<file path="src/rtl/iter_arith_pkg.sv">
// Shared types for the iterative arithmetic unit.
// Op codes, FSM states and the op field width.
package iter_arith_pkg;
  localparam int OP_W = 2;

  typedef enum logic [OP_W-1:0] {
    OP_ADD = 2'b00,
    OP_SUB = 2'b01,
    OP_MUL = 2'b10,
    OP_DIV = 2'b11
  } op_e;

  typedef enum logic [2:0] {
    IDLE,
    ADDSUB,
    MUL,
    DIV,
    DONE
  } state_e;
endpackage

</file>
<file path="src/rtl/iter_arith_if.sv">
// Operand/result handshake bundle for iter_arith_unit.
// master drives operands and out_ready; slave is the unit.
interface iter_arith_if
  import iter_arith_pkg::*;
#(
  parameter int WIDTH = 16
);
  logic               in_valid;
  logic               in_ready;
  logic [OP_W-1:0]    op;
  logic [WIDTH-1:0]   a;
  logic [WIDTH-1:0]   b;
  logic               out_valid;
  logic               out_ready;
  logic [2*WIDTH-1:0] result;
  logic               carry;
  logic               overflow;
  logic               div_zero;

  modport master (
    output in_valid, op, a, b, out_ready,
    input  in_ready, out_valid, result,
    input  carry, overflow, div_zero
  );

  modport slave (
    input  in_valid, op, a, b, out_ready,
    output in_ready, out_valid, result,
    output carry, overflow, div_zero
  );
endinterface

</file>
<file path="src/rtl/iter_arith_unit_addsub.sv">
// Ripple-carry adder with mode-inverted B and mode carry-in.
// Used for ADD/SUB and for the multiplier accumulate.
module addsub_w #(
  parameter int WIDTH = 16
) (
  input  logic [WIDTH-1:0] x,
  input  logic [WIDTH-1:0] y,
  input  logic             sub,
  output logic [WIDTH-1:0] sum,
  output logic             carry,
  output logic             overflow
);
  logic [WIDTH:0]   c;
  logic [WIDTH-1:0] yy;

  always_comb begin
    yy   = y ^ {WIDTH{sub}};
    sum  = '0;
    c    = '0;
    c[0] = sub;
    for (int i = 0; i < WIDTH; i++) begin
      sum[i]   = x[i] ^ yy[i] ^ c[i];
      c[i+1]   = (x[i] & yy[i]) | (c[i] & (x[i] ^ yy[i]));
    end
  end

  assign carry    = c[WIDTH];
  assign overflow = c[WIDTH] ^ c[WIDTH-1];
endmodule

</file>
<file path="src/rtl/iter_arith_unit.sv">
// Multi-cycle ADD/SUB/MUL/DIV unit, one bit per cycle for MUL/DIV.
// Divider is built only when ITER_ARITH_DIV_EN is defined.
module iter_arith_unit
  import iter_arith_pkg::*;
#(
  parameter int WIDTH = 16
) (
  input logic       clk,
  input logic       rst,
  iter_arith_if.slave bus
);
  localparam int CW = $clog2(WIDTH) + 1;

  state_e             state_q, state_d;
  logic [CW-1:0]      cnt_q, cnt_d;
  logic [WIDTH-1:0]   opnd_q, opnd_d;
  logic [2*WIDTH-1:0] res_q, res_d;
  logic               carry_q, carry_d;
  logic               ovf_q, ovf_d;
  logic               dz_q, dz_d;

  logic [WIDTH-1:0]   ax, ay, asum;
  logic               asub, acry, aovf;
  logic               last;
  op_e                op;

  assign op   = op_e'(bus.op);
  assign last = (cnt_q == CW'(WIDTH - 1));

  addsub_w #(.WIDTH(WIDTH)) u_add (
    .x        (ax),
    .y        (ay),
    .sub      (asub),
    .sum      (asum),
    .carry    (acry),
    .overflow (aovf)
  );

  // MUL accumulates into the high half; otherwise the bus operands feed it
  always_comb begin
    ax   = bus.a;
    ay   = bus.b;
    asub = (op == OP_SUB);
    if (state_q == MUL) begin
      ax   = res_q[2*WIDTH-1:WIDTH];
      ay   = res_q[0] ? opnd_q : '0;
      asub = 1'b0;
    end
  end

`ifdef ITER_ARITH_DIV_EN
  logic [WIDTH:0] rsh, trial;
  assign rsh   = {res_q[2*WIDTH-1:WIDTH], res_q[WIDTH-1]};
  assign trial = rsh - {1'b0, opnd_q};
`endif

  always_comb begin
    state_d = state_q;
    cnt_d   = cnt_q;
    opnd_d  = opnd_q;
    res_d   = res_q;
    carry_d = carry_q;
    ovf_d   = ovf_q;
    dz_d    = dz_q;
    unique case (state_q)
      IDLE: begin
        if (bus.in_valid) begin
          carry_d = 1'b0;
          ovf_d   = 1'b0;
          dz_d    = 1'b0;
          cnt_d   = '0;
          unique case (op)
            OP_ADD, OP_SUB: begin
              res_d   = {{WIDTH{1'b0}}, asum};
              carry_d = acry;
              ovf_d   = aovf;
              state_d = DONE;
            end
            OP_MUL: begin
              opnd_d  = bus.a;
              res_d   = {{WIDTH{1'b0}}, bus.b};
              state_d = MUL;
            end
            OP_DIV: begin
`ifdef ITER_ARITH_DIV_EN
              opnd_d = bus.b;
              if (bus.b == '0) begin
                res_d   = {bus.a, {WIDTH{1'b1}}};
                dz_d    = 1'b1;
                state_d = DONE;
              end else begin
                res_d   = {{WIDTH{1'b0}}, bus.a};
                state_d = DIV;
              end
`else
              res_d   = '0;
              dz_d    = 1'b1;
              state_d = DONE;
`endif
            end
            default: ;
          endcase
        end
      end
      MUL: begin
        res_d = {acry, asum, res_q[WIDTH-1:1]};
        cnt_d = cnt_q + CW'(1);
        if (last) state_d = DONE;
      end
`ifdef ITER_ARITH_DIV_EN
      // res_q holds {remainder, dividend/quotient}
      DIV: begin
        if (trial[WIDTH])
          res_d = {rsh[WIDTH-1:0], res_q[WIDTH-2:0], 1'b0};
        else
          res_d = {trial[WIDTH-1:0], res_q[WIDTH-2:0], 1'b1};
        cnt_d = cnt_q + CW'(1);
        if (last) state_d = DONE;
      end
`endif
      DONE: begin
        if (bus.out_ready) state_d = IDLE;
      end
      default: state_d = IDLE;
    endcase
  end

  always_ff @(posedge clk) begin
    if (rst) begin
      state_q <= IDLE;
      cnt_q   <= '0;
      opnd_q  <= '0;
      res_q   <= '0;
      carry_q <= 1'b0;
      ovf_q   <= 1'b0;
      dz_q    <= 1'b0;
    end else begin
      state_q <= state_d;
      cnt_q   <= cnt_d;
      opnd_q  <= opnd_d;
      res_q   <= res_d;
      carry_q <= carry_d;
      ovf_q   <= ovf_d;
      dz_q    <= dz_d;
    end
  end

  assign bus.in_ready  = (state_q == IDLE);
  assign bus.out_valid = (state_q == DONE);
  assign bus.result    = res_q;
  assign bus.carry     = carry_q;
  assign bus.overflow  = ovf_q;
  assign bus.div_zero  = dz_q;
endmodule

</file>
<file path="src/flat_wrapper.sv">
// flat-port wrapper written by rule: the top's interface ports become plain ports
module iter_arith_unit_flat import iter_arith_pkg::*;
#(
  parameter int WIDTH = 16
)
  (clk, rst, bus_in_valid, bus_op, bus_a, bus_b, bus_out_ready, bus_in_ready, bus_out_valid, bus_result, bus_carry, bus_overflow, bus_div_zero);
  iter_arith_if #(.WIDTH(WIDTH)) bus_i ();
  input logic clk;
  input logic rst;
  input wire logic [$bits(bus_i.in_valid)-1:0] bus_in_valid;
  input wire logic [$bits(bus_i.op)-1:0] bus_op;
  input wire logic [$bits(bus_i.a)-1:0] bus_a;
  input wire logic [$bits(bus_i.b)-1:0] bus_b;
  input wire logic [$bits(bus_i.out_ready)-1:0] bus_out_ready;
  output wire logic [$bits(bus_i.in_ready)-1:0] bus_in_ready;
  output wire logic [$bits(bus_i.out_valid)-1:0] bus_out_valid;
  output wire logic [$bits(bus_i.result)-1:0] bus_result;
  output wire logic [$bits(bus_i.carry)-1:0] bus_carry;
  output wire logic [$bits(bus_i.overflow)-1:0] bus_overflow;
  output wire logic [$bits(bus_i.div_zero)-1:0] bus_div_zero;
  assign bus_i.in_valid = bus_in_valid;
  assign bus_i.op = bus_op;
  assign bus_i.a = bus_a;
  assign bus_i.b = bus_b;
  assign bus_i.out_ready = bus_out_ready;
  assign bus_in_ready = bus_i.in_ready;
  assign bus_out_valid = bus_i.out_valid;
  assign bus_result = bus_i.result;
  assign bus_carry = bus_i.carry;
  assign bus_overflow = bus_i.overflow;
  assign bus_div_zero = bus_i.div_zero;
  iter_arith_unit #(.WIDTH(WIDTH)) u_core (.clk(clk), .rst(rst), .bus(bus_i));
endmodule
</file>
<file path="config.mk">
export PLATFORM = sky130hd
export DESIGN_NAME = iter_arith_unit_flat
export DESIGN_NICKNAME = d
export VERILOG_FILES = /design/src/rtl/iter_arith_pkg.sv /design/src/rtl/iter_arith_if.sv /design/src/rtl/iter_arith_unit_addsub.sv /design/src/rtl/iter_arith_unit.sv /design/src/flat_wrapper.sv
export SDC_FILE = /design/constraint.sdc
export NUM_CORES = 1
export LEC_CHECK = 0
export CAP_MARGIN = 15
export CORE_ASPECT_RATIO = 0.75
export CORE_MARGIN = 5
export CORE_UTILIZATION = 55
export CTS_CLUSTER_SIZE = 14
export DETAILED_ROUTE_END_ITERATION = 6
export GPL_TIMING_DRIVEN = 1
export PLACE_DENSITY = 0.86
export REMOVE_ABC_BUFFERS = 1
export SYNTH_ARGS = -nofsm -noshare
export SYNTH_HDL_FRONTEND = slang
export SYNTH_SLANG_ARGS = --single-unit
</file>
<file path="constraint.sdc">
create_clock -name clk -period 14 [get_ports clk]
set_clock_uncertainty 0.05 [all_clocks]
set_input_delay 2.1 -clock clk [delete_from_list [all_inputs] [get_ports clk]]
set_output_delay 2.1 -clock clk [all_outputs]
set_load 0.05 [all_outputs]
</file>
* After elaboration in Yosys (flattened, before gate mapping)
Cells that the tools add are included.
** Storage, ports and cells
- Register bits after elaboration :: 59
- Output and inout bits :: 37
- Logic and storage cells :: 125
** Operators by class
- $add $sub $neg :: 1
- Equality and inequality tests :: 9
- Multiplexer cells :: 17
- Bitwise gates (word level) :: 82
- Reductions and logical operators :: 9
** Operator list (number)
- case mux 32 bit (3 select lines) :: 1
- case mux 32 bit (2 select lines) :: 1
- 2-to-1 mux 16 bit :: 3
- bitwise XOR 1 bit :: 33
- bitwise AND 1 bit :: 32
- 2-to-1 mux 32 bit :: 1
- bitwise OR 1 bit :: 16
- bitwise XOR 16 bit :: 1
- case mux 5 bit (2 select lines) :: 1
- 2-to-1 mux 3 bit :: 3
- case mux 3 bit (3 select lines) :: 1
- case mux 3 bit (2 select lines) :: 1
- AND reduction 3 bit :: 2
- adder 5 x 1 -> 5 bit (second input constant) :: 1
- equality test 5 x 4 -> 1 bit (second input constant) :: 1
- 2-to-1 mux 5 bit :: 1
- equality test 2 bit (second input constant) :: 2
- 2-to-1 mux 1 bit :: 4
- != test 2 bit (second input constant) :: 2
- AND reduction 2 bit :: 2
- equality test 3 x 2 -> 1 bit (second input constant) :: 1
- equality test 3 bit (second input constant) :: 1
- zero test 3 bit :: 1
- OR reduction 3 bit :: 1
- 5 further kinds :: 5

* Longest topological paths before layout
Gate-level depths: netlist of run 1.
- Word-level depth :: 38
- Gate-level depth with buffers :: 28

* By module
From an unflattened synthesis of run 1, not the netlist that was laid out.
** Unflattened totals
- Cell total of the unflattened synthesis :: 449
- Area, all modules :: 3659.8 sq um
** By module, submodules not included
- iter_arith_unit :: instances 1, cells an instance 386, area an instance 3062.9 sq um
- addsub_w :: instances 1, cells an instance 63, area an instance 596.8 sq um

* Least setup slack after synthesis of run 1
OpenSTA, ideal clock, no wires.
- Kind :: input to register
- Start point :: in bus_op[1]
- End point :: reg u_core.res_q[15], in the netlist u_core.bus.result[15]
- Setup time :: 0.071 ns
- Data arrival time :: 9.082 ns
- Data required time :: 13.879 ns
- Path slack :: 4.797 ns
- Stages :: 26
- Path buffers :: 3
- Path through :: buf_2 nor3b_1 buf_2 buf_4 xnor2_1 fa_1 fa_1 fa_1 fa_1 fa_1 fa_1 fa_1 fa_1 fa_1 fa_1 fa_1 fa_1 fa_1 inv_1 fa_1 inv_1 fa_1 inv_1 o221ai_1 o211ai_1 a21oi_1
** On the way
- Longest elaborated chain between the ends :: 38
- Elaborated cells between the ends (all ways) :: 73
- Classes of those cells :: eq/ne (3); mux (4); bitwise (64); reduce/logical (2)
** RTL lines
- start, declared :: line flat_wrapper.sv:11 : input wire logic [$bits(bus_i.op)-1:0] bus_op;
- equality test 2 x 1 -> 1 bit :: line iter_arith_unit.sv:43, iter_arith_unit.sv:72
- 2-to-1 mux 1 bit :: line iter_arith_unit.sv:44 : if (state_q == MUL) begin
- bitwise XOR 16 bit :: line iter_arith_unit_addsub.sv:17 : yy = y ^ {WIDTH{sub}};
- bitwise XOR 1 bit :: line iter_arith_unit_addsub.sv:22, iter_arith_unit_addsub.sv:23
- bitwise AND 1 bit :: line iter_arith_unit_addsub.sv:23 : c[i+1] = (x[i] & yy[i]) | (c[i] & (x[i] ^ yy[i]));
- bitwise OR 1 bit :: line iter_arith_unit_addsub.sv:23
- bitwise AND 1 bit :: line iter_arith_unit_addsub.sv:23
- bitwise OR 1 bit :: line iter_arith_unit_addsub.sv:23
- (+22 left out)
- bitwise AND 1 bit :: line iter_arith_unit_addsub.sv:23
- bitwise OR 1 bit :: line iter_arith_unit_addsub.sv:23
- bitwise AND 1 bit :: line iter_arith_unit_addsub.sv:23
- bitwise OR 1 bit :: line iter_arith_unit_addsub.sv:23
- bitwise XOR 1 bit :: line iter_arith_unit_addsub.sv:22 : sum[i] = x[i] ^ yy[i] ^ c[i];
- case mux 32 bit (3 select lines) :: line iter_arith_unit.sv:72 : unique case (op)
- 2-to-1 mux 32 bit :: line iter_arith_unit.sv:67 : if (bus.in_valid) begin
- case mux 32 bit (2 select lines) * :: line iter_arith_unit.sv:65 : unique case (state_q)
- end signal, assigned :: line iter_arith_unit.sv:141 : res_q <= res_d;
- end, declared :: line iter_arith_unit.sv:17 : logic [2*WIDTH-1:0] res_q, res_d;
Mark *: on every way between the ends. The rest lies on a longest branch, timed or not. The select of a mux whose other input is x is not followed.
A chain may end at the register's enable or synchronous reset.

* Worst setup path in the final report of run 1
Same ends and word-level chain as after synthesis.

==> impl_metrics.env, run 1 <==
export IMPL_cpMostUsedCell="fa_1"
export IMPL_worst_path_buf_inv=5
export IMPL_fp_row_count=24
export IMPL_p_per_area_mw_per_mm2=118
export IMPL_insertedDiodeCount=0
export IMPL_hp_class="flop to flop"
export IMPL_ctsLongestPathBuffers=2
export IMPL_wl_um=9340
export IMPL_grt_usage_pct=24.6
export IMPL_syn_instance_count=434
export IMPL_status="finished clean"
export IMPL_io_buffer_count=74
export IMPL_drtIter0Drc=297
export IMPL_syn_to_final_growth_pct=26.7
export IMPL_grt_ovfl_total=0
export IMPL_drive_gt1_share_pct=5.09
export IMPL_hpwl_um=6110
export IMPL_yosys_most_used_dff="dfxtp_1"
export IMPL_ys_warn_count=0
export IMPL_grt_pass1_wl_um=15400
export IMPL_setup_viol=0
export IMPL_maxCapViolCount=0
export IMPL_final_nets=541
export IMPL_worstSetupPathType="primary input to flop"
export IMPL_required_ns=14.21
export IMPL_cts_setup_buffers=0
export IMPL_insertion_delay_ns=0.35
export IMPL_htree_num_levels=3
export IMPL_fmax_ghz=0.0970
export IMPL_hold_viol_final=0
export IMPL_cts_root_buf="clkbuf_8"
export IMPL_final_setup_tns_ns=0
export IMPL_final_min_clock_period_ns=10.31
export IMPL_critPathLaunchType="primary input"
export IMPL_fin_crit_sh_pct=73.6
export IMPL_fillers=480
export IMPL_dr_pass1_iters=5
export IMPL_maxSlewHeadroom_pct=23.7
export IMPL_synth_edf_count=0
export IMPL_p_leak_nw=1.63
export IMPL_drv_slew=0
export IMPL_grt_setup_unrepaired="false"
export IMPL_async_reset_ff_share_pct=0
export IMPL_synth_seq_area_share_pct=34.7
export IMPL_peakVddDrop_mv=0.0968
export IMPL_ios=75
export IMPL_clk_pin_slew_ns=0.06
export IMPL_dieWidth_um=100
export IMPL_cts_tree="done"
export IMPL_yosysUniqueCellTypes=38
export IMPL_slowest_delay_ns=0.97
export IMPL_die_h_um=77.5
export IMPL_core_area_mm2=0.00586
export IMPL_drc_errors=0
export IMPL_vias_per_cell=5.80
export IMPL_arrival_ns=10.52
export IMPL_ys_seq_elements=58
export IMPL_path_delay_family="adder cells"
export IMPL_start_util_pct=57.1
export IMPL_critPathMaxFanout=36
export IMPL_dr_total_vias=3302
export IMPL_grt_start_max_net_pins=67
export IMPL_cts_resized=0
export IMPL_ant_nets=0
export IMPL_cts_buffers=9
export IMPL_ctsHoldBuffers=0
export IMPL_dieArea_mm2=0.00776
export IMPL_placedCellCount=553
export IMPL_syn_area_per_cell_um2=7.71
export IMPL_instances_no_fill=569
export IMPL_grt_pass1_vias=3257
export IMPL_worstMarginPinSlew_ns=1.14
export IMPL_post_drt_wl_per_cell_um=16.4
export IMPL_gp_congestion=0.825
export IMPL_cp_end_kind="flop"
export IMPL_antenna_found_initial=0
export IMPL_crit_slowest_cell="clkdlybuf4s50_1"
export IMPL_syn_area_mm2=0.00334
export IMPL_clkSinkCount=58
[synth_stat cells (2+ instances only)]
| master | instances | area [um2] |
|---|---|---|
| nand2_1 | 82 | 308 |
| nor2_1 | 71 | 267 |
| dfxtp_1 | 58 | 1160 |
| o21ai_0 | 30 | 150 |
| a21oi_1 | 27 | 135 |
| inv_1 | 19 | 71.3 |
| a22oi_1 | 16 | 120 |
| xnor2_1 | 16 | 140 |
| clkbuf_1 | 15 | 56.3 |
| fa_1 | 15 | 300 |
| a31oi_1 | 14 | 87.6 |
| a2111oi_0 | 13 | 114 |
| buf_2 | 13 | 65.1 |
| buf_4 | 5 | 37.5 |
| nand2b_1 | 4 | 25.0 |
| nand3b_1 | 4 | 30.0 |
| buf_6 | 3 | 33.8 |
| mux2i_1 | 3 | 30.0 |
| and3_1 | 2 | 12.5 |
| ha_1 | 2 | 25.0 |
| nand3_1 | 2 | 10.0 |
| nor2b_1 | 2 | 12.5 |
| nor3_1 | 2 | 10.0 |
| xor2_1 | 2 | 17.5 |
[cell usage in the layout, fill, tap and decap left out, types with 2 or more instances in the layout]
master / count
and3_1: 2
inv_1: 19
nor3_1: 2
buf_4: 3
nand3b_1: 4
a31oi_1: 14
fa_1: 15
nand2b_1: 4
nor3b_2: 2
a2111oi_0: 13
clkdlybuf4s50_1: 73
xnor2_1: 16
mux2i_1: 3
nor2_1: 71
nand3_1: 2
a21oi_1: 27
nand2_1: 82
a22oi_1: 16
ha_1: 2
clkinv_2: 2
o21ai_0: 30
clkbuf_8: 10
bufinv_16: 2
xor2_1: 2
dfxtp_1: 58
[layout make-up]
cell class	instances	area, um2	share of cell area, %
Inverter	19	71.3	1.68
Clock inverter	5	77.6	1.83
Tap cell	78	97.6	2.30
Sequential cell	58	1160	27.4
Clock buffer	11	141	3.34
Timing Repair Buffer	77	758	17.9
Multi-Input combinational cell	321	1930	45.6
[tightest hold or removal path, stage by stage, from the launching register on]
cell	delay (ns)
dfxtp_1	0.31
nand2_1	0.05
a21oi_1	0.05
[sequential cells by signal (all words and copies together), names as in the netlist]
name                 flops
u_core.bus.carry         1
u_core.bus.div_zero      1
u_core.bus.overflow      1
u_core.bus.result       32
u_core.cnt_q             5
u_core.opnd_q           16
u_core.state_q           2
[cell families (layout without fill, tap and decap cells)]
| group | Yosys count | count (layout) | synth area share (%) |
|---|---|---|---|
| AOI/OAI and AO/OA | 106 | 106 | 19.5 |
| xor gates and xnor gates | 18 | 18 | 4.71 |
| adders and majority gates | 17 | 17 | 9.73 |
| buffers and inverters | 55 | 112 | 7.89 |
| DFF | 58 | 58 | 34.7 |
| muxes | 3 | 3 | 0.898 |
| and+or+nand+nor | 177 | 177 | 22.5 |
[final timing paths]
path                                                     start                            endpoint  slack (ns)  cells after the start
worst max-delay path                                 bus_op[1]  u_core.bus.result[15]$_SDFFE_PP0P_        3.69                     25
worst min-delay path             u_core.bus.carry$_SDFFE_PP0P_       u_core.bus.carry$_SDFFE_PP0P_        0.40                      2
worst max register to register  u_core.state_q[1]$_SDFFE_PP0P_  u_core.bus.result[15]$_SDFFE_PP0P_        5.49                     26
worst min register to register   u_core.bus.carry$_SDFFE_PP0P_       u_core.bus.carry$_SDFFE_PP0P_        0.40                      2
[stage by stage]
| stage | util [%] | setup WS, ns | area (um2) | power (mW) | hold slack [ns] |
|---|---|---|---|---|---|
| floorplan | - | 3.43 | 3150 | 0.274 | 0.376 |
| global placement | 68.7 | 3.63 | 4020 | 0.324 | 0.392 |
| detailed placement | 68.7 | 3.40 | 4020 | 0.328 | 0.397 |
| CTS | 72.4 | 3.77 | 4240 | 0.500 | 0.405 |
| global route | 72.4 | 3.32 | 4240 | 0.523 | 0.425 |
| finish | 72.4 | 3.69 | 4240 | 0.501 | 0.404 |
[routing by layer]
layer,up-vias,track usage (%),routed length (um)
li1,1561,-,-
met1,1536,32.7,4050
met2,181,37.9,4220
met3,24,7.97,947
met4,0,8.21,119
met5,-,0,0
[power breakdown]
| group | total (mW) | switching [mW] | leakage (nW) | internal (mW) |
|---|---|---|---|---|
| Sequential | 0.185 | 0.0100 | 0.473 | 0.175 |
| Clock | 0.175 | 0.0702 | 0.109 | 0.105 |
| Combinational | 0.142 | 0.0865 | 1.05 | 0.0551 |
Note: power is estimated with default switching activity, not from simulation.
==> run 2: changes to the inputs <==
--- a/config.mk
+++ b/config.mk
@@ -8,11 +8,11 @@
 export CAP_MARGIN = 15
 export CORE_ASPECT_RATIO = 0.75
 export CORE_MARGIN = 5
-export CORE_UTILIZATION = 55
+export CORE_UTILIZATION = 51
 export CTS_CLUSTER_SIZE = 14
 export DETAILED_ROUTE_END_ITERATION = 6
 export GPL_TIMING_DRIVEN = 1
-export PLACE_DENSITY = 0.86
+export PLACE_DENSITY = 0.81
 export REMOVE_ABC_BUFFERS = 1
 export SYNTH_ARGS = -nofsm -noshare
 export SYNTH_HDL_FRONTEND = slang
==> constraint.sdc (replaced) <==
create_clock -name clk -period 10.1 [get_ports clk]
set_clock_uncertainty 0.05 [all_clocks]
set_input_delay 1.515 -clock clk [delete_from_list [all_inputs] [get_ports clk]]
set_output_delay 1.515 -clock clk [all_outputs]
set_load 0.05 [all_outputs]
==> run 2 against run 1 <==
  * Critical path type unchanged
  * Highest routed layer unchanged
  * Wire length is 1.0% higher
  * Critical endpoint unchanged
  * Cell count increased by 0.88%
  * Global-route usage down 1.4 points
  * Sequential power is 38% higher
  * Die area is 6.9% higher
  * Via count decreased by 0.70%
==> impl_metrics.env, run 2 (synthesis gave the netlist of run 1 again) <==
export IMPL_cts_tree="done"
export IMPL_grt_setup_unrepaired="false"
export IMPL_gp_congestion=0.819
export IMPL_required_ns=10.31
export IMPL_layout_common_cells="nand2_1, clkdlybuf4s50_1, nor2_1"
export IMPL_vias_per_cell=5.71
export IMPL_largest_reg_flops=32
export IMPL_hold_viol_final=0
export IMPL_p_leak_nw=1.65
export IMPL_r2r_start="u_core.state_q[1]$_SDFFE_PP0P_"
export IMPL_setup_viol=0
export IMPL_dieWidth_um=104
export IMPL_critPathLaunchType="primary input"
export IMPL_final_common_cell="nand2_1"
export IMPL_dr_pass1_iters=5
export IMPL_syn_to_final_growth_pct=27.6
export IMPL_final_nets=544
export IMPL_wl_met1_um=4220
export IMPL_worstMarginPinSlew_ns=1.07
export IMPL_clkSinkCount=58
export IMPL_grt_pass1_wl_um=15700
export IMPL_cts_root_buf="clkbuf_8"
export IMPL_ant_nets=0
export IMPL_whs_ns=0.409
export IMPL_multi_input_area_mm2=0.00193
export IMPL_placedCellCount=558
export IMPL_dr_total_vias=3279
export IMPL_grt_usage_pct=23.2
export IMPL_grt_ovfl_total=0
export IMPL_core_area_mm2=0.00635
export IMPL_wl_um=9440
export IMPL_drive_gt1_share_pct=5.27
export IMPL_ios=75
export IMPL_insertedDiodeCount=0
export IMPL_final_min_clock_period_ns=8.83
export IMPL_maxSlewHeadroom_pct=28.9
export IMPL_min_delay_start="u_core.opnd_q[14]$_SDFFE_PP0P_"
export IMPL_critPathMaxFanout=16
export IMPL_ctsHoldBuffers=0
export IMPL_dr_max_layer_used="met4"
export IMPL_instances_no_fill=574
export IMPL_drtIter0Drc=238
export IMPL_maxCapViolCount=0
export IMPL_crit_path_start="bus_op[0]"
export IMPL_drv_slew=0
export IMPL_seqCellArea_mm2=0.00116
export IMPL_insertion_delay_ns=0.34
export IMPL_fp_row_count=25
export IMPL_clk_pin_slew_ns=0.06
export IMPL_antenna_found_initial=0
export IMPL_start_util_pct=52.7
export IMPL_status="finished clean"
export IMPL_htree_num_levels=3
export IMPL_total_power_mw=0.697
export IMPL_drc_errors=0
export IMPL_fmax_ghz=0.113
export IMPL_dieArea_mm2=0.00829
export IMPL_p_per_area_mw_per_mm2=163
export IMPL_post_drt_wl_per_cell_um=16.4
export IMPL_worstSetupPathType="primary input to flop"
export IMPL_cts_setup_buffers=0
export IMPL_cts_buffers=9
export IMPL_arrival_ns=9.04
export IMPL_wl_met3_um=928
export IMPL_wl_met2_um=4190
export IMPL_utilization_pct=67.2
export IMPL_grt_pass1_vias=3201
export IMPL_ctsLongestPathBuffers=2
export IMPL_cp_end_kind="flop"
export IMPL_fillers=544
export IMPL_hpwl_um=6190
export IMPL_hp_class="flop to flop"
export IMPL_die_h_um=80.1
export IMPL_grt_start_max_net_pins=59
export IMPL_fin_crit_sh_pct=87.4
export IMPL_reg2reg_slack_ns=1.69
export IMPL_peakVddDrop_mv=0.0894
export IMPL_io_buffer_count=74
export IMPL_cts_resized=0
## run 2: cell types whose count changed in the layout (fill, tap and decap cells not counted), sizes merged
cell,previous run,this run
buf,4,7
clkbuf,11,13
clkinv,2,0
clkinvlp,1,0
## run 2: final cells by class
cell class | count | share of cell area [%]
multi-input cells | 321 | 45.3
flip-flops and latches | 58 | 27.2
repair buffers | 80 | 18.4
clock buffers | 13 | 3.72
well taps | 81 | 2.37
inverters | 19 | 1.67
clock inverters | 2 | 1.41
## run 2: metal layers
metal  vias to the layer above  global-route usage [%]
met5                         -                       0
met4                         0                    5.77
met3                        14                    7.39
met2                       170                    35.8
met1                      1535                    31.5
li1                       1560                       -
## run 2: power by group
group | internal, mW | switching, mW
sequential | 0.242 | 0.0133
clock | 0.151 | 0.0924
combinational | 0.0774 | 0.120
## run 2: through the flow
stage | setup WS, ns | cell area, um2 | setup TNS [ns]
detailed placement | 0.871 | 4040 | 0
global route | 0.919 | 4270 | 0
finish | 1.27 | 4270 | 0
global placement | 1.05 | 4040 | 0
floorplan | -0.473 | 3150 | -1.47
CTS | 1.27 | 4260 | 0
## run 2: worst max-delay path: stages
cell             delay [ns]
clkdlybuf4s50_1        0.49
nor3b_2                0.17
buf_4                  0.31
xnor2_1                0.15
fa_1                   0.42
fa_1                   0.40
fa_1                   0.39
fa_1                   0.38
fa_1                   0.39
fa_1                   0.39
fa_1                   0.39
fa_1                   0.39
fa_1                   0.39
fa_1                   0.39
fa_1                   0.39
fa_1                   0.39
fa_1                   0.37
inv_1                  0.08
fa_1                   0.20
inv_1                  0.06
fa_1                   0.50
inv_1                  0.05
o221ai_1               0.16
o211ai_1               0.11
a21oi_1                0.16
## run 2: path summary, 6_finish.rpt
kind,to,cells after the start
worst min-delay path,u_core.opnd_q[14]$_SDFFE_PP0P_,2
worst max-delay path,u_core.bus.result[15]$_SDFFE_PP0P_,25
worst max register to register,u_core.bus.result[15]$_SDFFE_PP0P_,26
worst min register to register,u_core.opnd_q[14]$_SDFFE_PP0P_,2
==> run 3: changes to the inputs <==
--- a/config.mk
+++ b/config.mk
@@ -6,7 +6,7 @@
 export NUM_CORES = 1
 export LEC_CHECK = 0
 export CAP_MARGIN = 15
-export CORE_ASPECT_RATIO = 0.75
+export CORE_ASPECT_RATIO = 0.7
 export CORE_MARGIN = 5
 export CORE_UTILIZATION = 51
 export CTS_CLUSTER_SIZE = 14
==> run 3 against run 2 <==
  * Register-to-register slack gained 0.17 ns
  * Setup slack lost 0.075 ns
  * Clock power shrank 25%
  * Non-clock buffer count up 1
  * Combinational power about the same
  * Die area grew 0.11%
  * Worst hold slack worse by 0.0049 ns
  * Count of clock-buffer cells in the layout stayed put
  * Critical endpoint unchanged
==> impl_metrics.env, run 3 (synthesis gave the netlist of run 1 again) <==
export IMPL_status="finished clean"
export IMPL_final_min_clock_period_ns=8.90
export IMPL_clkSinkCount=58
export IMPL_post_drt_wl_per_cell_um=16.0
export IMPL_arrival_ns=9.10
export IMPL_drtIter0Drc=255
export IMPL_slowest_delay_ns=0.50
export IMPL_core_area_mm2=0.00631
export IMPL_grt_start_max_net_pins=64
export IMPL_antenna_found_initial=0
export IMPL_maxCapViolCount=0
export IMPL_cts_resized=0
export IMPL_largest_reg_flops=32
export IMPL_peakVddDrop_mv=0.100
export IMPL_insertion_delay_ns=0.33
export IMPL_path_delay_family="adder cells"
export IMPL_drive_gt1_share_pct=5.45
export IMPL_io_buffer_count=74
export IMPL_grt_pass1_wl_um=15200
export IMPL_layout_common_cells="nand2_1, clkdlybuf4s50_1, nor2_1"
export IMPL_cp_end_kind="flop"
export IMPL_fp_row_count=24
export IMPL_gp_congestion=0.789
export IMPL_worstSetupPathType="primary input to flop"
export IMPL_busiest_layer="met2"
export IMPL_p_leak_nw=1.63
export IMPL_cts_root_buf="clkbuf_8"
export IMPL_cts_tree="done"
export IMPL_cts_buffers=9
export IMPL_critPathMaxFanout=15
export IMPL_seqCellArea_mm2=0.00116
export IMPL_ant_nets=0
export IMPL_final_common_cell="nand2_1"
export IMPL_clk_pin_slew_ns=0.07
export IMPL_dr_total_vias=3235
export IMPL_met3_usage_pct=7.38
export IMPL_cpMostUsedCell="fa_1"
export IMPL_vias_per_cell=5.65
export IMPL_drc_errors=0
export IMPL_required_ns=10.30
export IMPL_fin_crit_sh_pct=88.1
export IMPL_crit_slowest_cell="fa_1"
export IMPL_grt_setup_unrepaired="false"
export IMPL_critPathLaunchType="primary input"
export IMPL_dieArea_mm2=0.00830
export IMPL_syn_to_final_growth_pct=26.0
export IMPL_r2r_start="u_core.state_q[1]$_SDFFE_PP0P_"
export IMPL_htree_num_levels=3
export IMPL_ctsHoldBuffers=0
export IMPL_worstMarginPinSlew_ns=1.06
export IMPL_insertedDiodeCount=0
export IMPL_instances_no_fill=573
export IMPL_grtUsageMet1_pct=30.5
export IMPL_min_delay_start="u_core.opnd_q[3]$_SDFFE_PP0P_"
export IMPL_final_nets=545
export IMPL_crit_path_start="bus_op[0]"
export IMPL_dieWidth_um=107
export IMPL_drv_slew=0
export IMPL_ios=75
export IMPL_grt_pass1_vias=3164
export IMPL_fmax_ghz=0.112
export IMPL_total_power_mw=0.635
export IMPL_grt_use_met2_pct=34.1
export IMPL_p_per_area_mw_per_mm2=151
export IMPL_grt_ovfl_total=0
export IMPL_wl_um=9180
export IMPL_dr_pass1_iters=4
export IMPL_maxSlewHeadroom_pct=29.5
export IMPL_die_h_um=77.8
export IMPL_setup_viol=0
export IMPL_utilization_pct=66.8
export IMPL_cts_setup_buffers=0
export IMPL_hpwl_um=6060
export IMPL_grt_usage_pct=22.3
export IMPL_fillers=542
export IMPL_hp_class="flop to flop"
export IMPL_placedCellCount=557
export IMPL_hold_viol_final=0
export IMPL_start_util_pct=53.0
export IMPL_multi_input_area_mm2=0.00193
export IMPL_ctsLongestPathBuffers=2
export IMPL_worst_path_buf_inv=5
[run 3: changes by cell type in the layout (fill, tap and decap cells not counted), sizes merged]
cell	previous run	this run
bufinv	2	0
clkinv	0	3
buf	7	8
[run 3: per-layer routing]
metal / vias up / part of all wire [%]
met4: 0 / 0.69
met2: 166 / 45
met1: 1501 / 44
met5: - / 0
met3: 9 / 10
li1: 1559 / -
[run 3: path summary, 6_finish.rpt]
kind	cells after the start	slack [ns]	endpoint
hold reg to reg	2	0.40	u_core.opnd_q[3]$_SDFFE_PP0P_
hold / removal	2	0.40	u_core.opnd_q[3]$_SDFFE_PP0P_
setup / recovery	26	1.20	u_core.bus.result[15]$_SDFFE_PP0P_
setup reg to reg	24	1.86	u_core.bus.result[15]$_SDFFE_PP0P_
[run 3: worst min-delay path: stages (launching register included)]
cell	delay, ns
dfxtp_1	0.31
nand2_1	0.05
a21oi_1	0.05
[run 3: report_power, final]
group          internal (mW)  leakage, nW  total [mW]  switching, mW
clock network         0.0947       0.0872       0.183         0.0886
registers              0.242        0.473       0.254         0.0116
logic                 0.0776         1.07       0.198          0.121
total                  0.415         1.63       0.635          0.221
[run 3: area by class of cell]
type | instances | share of cell area [%]
Sequential cell | 58 | 27.6
Inverter | 19 | 1.69
Tap cell | 78 | 2.32
Clock inverter | 3 | 0.356
Clock buffer | 13 | 3.53
Multi-Input combinational cell | 321 | 45.8
Timing Repair Buffer | 81 | 18.7
[run 3: through the flow]
step                TNS [ns]  area, um2  hold slack, ns  worst slack [ns]
detailed placement         0       4050           0.399             0.874
CTS                        0       4210           0.407              1.20
global route               0       4210           0.425             0.866
global placement           0       4050           0.391              1.06
finish                     0       4210           0.404              1.20
floorplan              -1.47       3150           0.376            -0.473
